===== src/rtl/fwd_hazard_unit.sv =====
// EX-stage forwarding and load-use hazard unit with an in-flight destination tag pipeline.
// Optional stall counter (stall_cnt, cnt_clr) is built when FWD_HAZARD_PERF_EN is defined.
module fwd_hazard_unit #(
  parameter int REG_AW    = 5,
  parameter int FWD_DEPTH = 2,
  parameter int LOAD_LAT  = 1,
  localparam int SELW     = ($clog2(FWD_DEPTH + 1) > 1) ? $clog2(FWD_DEPTH + 1) : 1
) (
  input  logic              clk,
  input  logic              rst_n,
  input  logic              id_valid,
  input  logic [REG_AW-1:0] id_rs,
  input  logic [REG_AW-1:0] id_rt,
  input  logic              id_use_rs,
  input  logic              id_use_rt,
  input  logic [REG_AW-1:0] id_dest,
  input  logic              id_regwrite,
  input  logic              id_memread,
  input  logic              flush,
  output logic              stall_o,
  output logic              bubble_o,
`ifdef FWD_HAZARD_PERF_EN
  input  logic              cnt_clr,
  output logic [31:0]       stall_cnt,
`endif
  output logic [SELW-1:0]   fwd_a,
  output logic [SELW-1:0]   fwd_b
);

  typedef struct packed {
    logic              v;
    logic              wr;
    logic              ld;
    logic [REG_AW-1:0] dest;
  } tag_t;

  // Entry 0 is the instruction in EX; entry k is post-EX stage k.
  tag_t              tags [FWD_DEPTH+1];
  logic [REG_AW-1:0] ex_rs;
  logic [REG_AW-1:0] ex_rt;

  logic haz_rs;
  logic haz_rt;
  logic issue;

  // NOTE: every combinational output gets a default before any conditional
  // assignment, so no path leaves it unassigned and no latch is inferred.
  always_comb begin
    haz_rs = 1'b0;
    haz_rt = 1'b0;
    // Only loads younger than LOAD_LAT are still unable to forward their data.
    for (int j = 0; j < LOAD_LAT; j++) begin
      if (tags[j].v && tags[j].ld && tags[j].wr) begin
        if (tags[j].dest == id_rs) haz_rs = 1'b1;
        if (tags[j].dest == id_rt) haz_rt = 1'b1;
      end
    end
    haz_rs = haz_rs && id_use_rs && id_valid && (id_rs != '0);
    haz_rt = haz_rt && id_use_rt && id_valid && (id_rt != '0);
  end

  assign stall_o  = (haz_rs || haz_rt) && !flush;
  assign bubble_o = stall_o || flush;
  assign issue    = id_valid && !stall_o && !flush;

  // Walk from the oldest stage to the youngest so the lowest k is the last writer.
  always_comb begin
    fwd_a = '0;
    fwd_b = '0;
    for (int k = FWD_DEPTH; k >= 1; k--) begin
      if (tags[k].v && tags[k].wr && (!tags[k].ld || (k > LOAD_LAT))) begin
        if ((ex_rs != '0) && (tags[k].dest == ex_rs)) fwd_a = SELW'(k);
        if ((ex_rt != '0) && (tags[k].dest == ex_rt)) fwd_b = SELW'(k);
      end
    end
  end

  // NOTE: the tag array is control state, not storage; every entry is reset so
  // no stale valid bit can raise a hazard or a forward after reset release.
  always_ff @(posedge clk or negedge rst_n) begin
    if (!rst_n) begin
      for (int k = 0; k <= FWD_DEPTH; k++) tags[k] <= '0;
      ex_rs <= '0;
      ex_rt <= '0;
    end else begin
      // NOTE: non-blocking assignments let each entry take the previous
      // entry's old value, giving a true shift register regardless of order.
      for (int k = 1; k <= FWD_DEPTH; k++) tags[k] <= tags[k-1];
      if (issue) begin
        tags[0] <= '{v: 1'b1, wr: id_regwrite, ld: id_memread, dest: id_dest};
        ex_rs   <= id_rs;
        ex_rt   <= id_rt;
      end else begin
        tags[0] <= '0;
        ex_rs   <= '0;
        ex_rt   <= '0;
      end
    end
  end

`ifdef FWD_HAZARD_PERF_EN
  always_ff @(posedge clk or negedge rst_n) begin
    if (!rst_n) begin
      stall_cnt <= '0;
    end else if (cnt_clr) begin
      stall_cnt <= '0;
    end else if (stall_o && (stall_cnt != '1)) begin
      stall_cnt <= stall_cnt + 32'd1;
    end
  end
`endif

endmodule


===== config.mk =====
export PLATFORM = sky130hd
export DESIGN_NAME = fwd_hazard_unit
export DESIGN_NICKNAME = d
export VERILOG_FILES = /design/src/rtl/fwd_hazard_unit.sv
export SDC_FILE = /design/constraint.sdc
export NUM_CORES = 1
export LEC_CHECK = 0
export ABC_AREA = 1
export CORE_MARGIN = 5
export CORE_UTILIZATION = 51
export DETAILED_ROUTE_END_ITERATION = 8
export GPL_ROUTABILITY_DRIVEN = 0
export PLACE_DENSITY_LB_ADDON = 0.1
export SLEW_MARGIN = 20
export SYNTH_ARGS = -nofsm -noshare
export SYNTH_HDL_FRONTEND = slang
export SYNTH_SLANG_ARGS = --single-unit

===== constraint.sdc =====
create_clock -name clk -period 1.72 [get_ports clk]
set_input_delay 0.344 -clock clk [delete_from_list [all_inputs] [get_ports clk]]
set_output_delay 0.344 -clock clk [all_outputs]
set_load 0.05 [all_outputs]

==> impl_metrics.json <==
{
  "ant_nets": 0,
  "cts_max_path_buffers": 2,
  "drtIter0Drc": 74,
  "fin_nets": 270,
  "final-hold-violation-count": 0,
  "critical_path.slowest_cell": "dfrtp_1",
  "outcome": "finished, violations left",
  "root_buffer": "clkbuf_4",
  "cts_num_sinks": 33,
  "grt_first_pass_wirelength_um": 5660,
  "initial_core_util_pct": 51.9,
  "setup_viol": 6,
  "drc": 0,
  "cts_tree": "done",
  "maxUsedRoutingLayer": "met4",
  "final_common_cell": "nand2_1",
  "ir_worst_vdd_v": 0.000488,
  "synthCells": 194,
  "cts_buffers": 5,
  "cellPowerDensity_nw_per_um2": 672,
  "cp-end-kind": "output port",
  "hpwlAfterDp_um": 2530,
  "cap_viol_max_count": 0,
  "setup_slack_ps": -284,
  "diodes": 0,
  "post-place-ws_ps": -323,
  "via_count": 1419,
  "post-route-util_pct": 72.8,
  "port_buffers": 28,
  "power.leakage_nw": 1.14,
  "reg2reg_from": "tags[20]$_DFF_PN0_",
  "async_flop_share_pct": 100,
  "grt_usage_pct": 17.5,
  "die_h_um": 65.3,
  "fill_cells": 224,
  "worstSkewPairLatency_ps": 320,
  "clk_pin_slew_ps": 90,
  "drt-total-wl_um": 3500,
  "m1WireLength_um": 1390,
  "final_max_slew_viol_count": 0,
  "critical_path.max_stage_delay_ps": 430,
  "rsz0062_at_grt": "yes",
  "dieArea_um2": 4260,
  "worst-setup-path-type": "reg2out",
  "whs_ps": 382,
  "synth_flop_cell": "dfrtp_1",
  "htreeDepth": 2,
  "overflow": 0,
  "skew_ps": 2.52,
  "routedWlPerCell_um": 12.5,
  "syn_to_final_growth_pct": 40.2,
  "violations": "negative setup slack",
  "rows": 20,
  "drive_gt1_share_pct": 27.0,
  "synth.cell_area_um2": 1560,
  "ys_warn_count": 0,
  "cp_top_family": "simple AND/OR/NAND/NOR gates",
  "antenna_found_initial": 0,
  "die_x_um": 65.3,
  "min_period_ps": 2000,
  "synth-edff-count": 0,
  "ys_seq_area_share_pct": 53.0,
  "arrival_ps": 1660,
  "wl_met3_um": 180,
  "core_um2": 3000,
  "ioPinCount": 29,
  "vias_per_cell": 5.05,
  "path_buf_inv": 2,
  "crit_top_cell": "nor2_4",
  "worstMarginPinSlew_ps": 395,
  "synth_cell_types": 21,
  "grt_pass1_vias": 1426,
  "ys_ff_latch": 33,
  "start_kind": "flip-flop",
  "fin_crit_sh_pct": 117,
  "met2_length_um": 1730,
  "critPathLaunch": "ex_rt[0]$_DFF_PN0_",
  "crit_chain": "inv_2, nor2_2, nor3_2, nand4_1, nor2_4, nor2_4, buf_12",
  "synth_nets": 217,
  "max-slew-margin-rel_pct": 73.7,
  "hold_start": "tags[15]$_DFF_PN0_",
  "critPathRequiredTime_ps": 1380,
  "grt_max_degree": 34,
  "fmax_mhz": 499,
  "firstDrtPassIters": 4,
  "hold_class": "reg2reg",
  "worstPathMaxFanout": 3,
  "synth.avg_cell_area_um2": 8.04,
  "most-common-layout-cells": "nand2_1, dfrtp_1, inv_1"
}
==> cell families (layout without fill, tap and decap cells) <==
logic type / Yosys count / count (layout) / share of synthesized area, %
AND/OR/NAND/NOR: 103 / 105 / 28.0
buffers and inverters: 41 / 93 / 10.4
flip-flops: 33 / 33 / 53.0
XOR/XNOR: 9 / 9 / 5.06
AO/OA/AOI/OAI: 8 / 8 / 3.61
==> cells in the mapped netlist, types with 2 or more instances <==
| library cell | count | area, um^2 |
|---|---|---|
| a211oi_1 | 2 | 15.0 |
| nand3_1 | 9 | 45.0 |
| nand2_1 | 47 | 176 |
| o22ai_1 | 2 | 12.5 |
| nor2_1 | 34 | 128 |
| inv_2 | 3 | 11.3 |
| nor2_2 | 2 | 12.5 |
| dfrtp_1 | 33 | 826 |
| inv_1 | 37 | 139 |
| xnor2_1 | 3 | 26.3 |
| nand4_1 | 4 | 25.0 |
| nor3_1 | 4 | 20.0 |
| xor2_1 | 6 | 52.6 |
==> sequential cells by signal, summed over array words and instances (netlist names) <==
signal,count
tags,23
ex_rt,5
ex_rs,5
==> what timing repair did <==
item	4_1_cts	5_1_grt
buffers inserted	5	2
cloned	0	2
hold buffers	0	0
pin swaps	10	8
resized for setup	27	8
setup endpoints to repair	6	24
==> layer usage <==
metal	vias up	GRT usage, %
met2	57	29.5
met1	640	19.1
met5	-	0
met3	20	4.79
met4	0	11.7
li1	702	-
==> where the power goes <==
| group | switching (W) | leakage [nW] | internal, W | total (W) |
|---|---|---|---|---|
| clock network | 0.000240 | 0.0320 | 0.000155 | 0.000396 |
| logic | 0.000126 | 0.665 | 0.000114 | 0.000240 |
| registers | 0.0000276 | 0.442 | 0.000806 | 0.000833 |
==> stage by stage <==
stage	total power [W]	TNS (ps)	instances	area, um^2
after floorplan	0.000948	-126	194	1580
after global placement	0.00106	-3170	266	2040
after detailed placement	0.00107	-4340	266	2040
after CTS	0.00147	-1920	279	2140
after global routing	0.00156	-1980	281	2190
final	0.00147	-1390	281	2190
==> layout make-up <==
class	count	area, um^2	share of cell area [%]
clock inverters	2	10.0	0.458
clock buffers	6	41.3	1.89
multi-input cells	122	657	30.1
well taps	33	41.3	1.89
flip-flops and latches	33	826	37.8
repair buffers	45	460	21.1
inverters	40	150	6.87
==> final timing paths <==
path,cells after the start,slack [ps],to
setup / recovery,7,-280,fwd_b[1]
hold / removal,0,380,tags[7]$_DFF_PN0_
setup reg to reg,11,130,ex_rs[0]$_DFF_PN0_
hold reg to reg,0,380,tags[7]$_DFF_PN0_
max in group asynchronous,2,1030,tags[0]$_DFF_PN0_
min in group asynchronous,2,410,tags[7]$_DFF_PN0_
No activity file was read; power rests on OpenSTA's default activity.
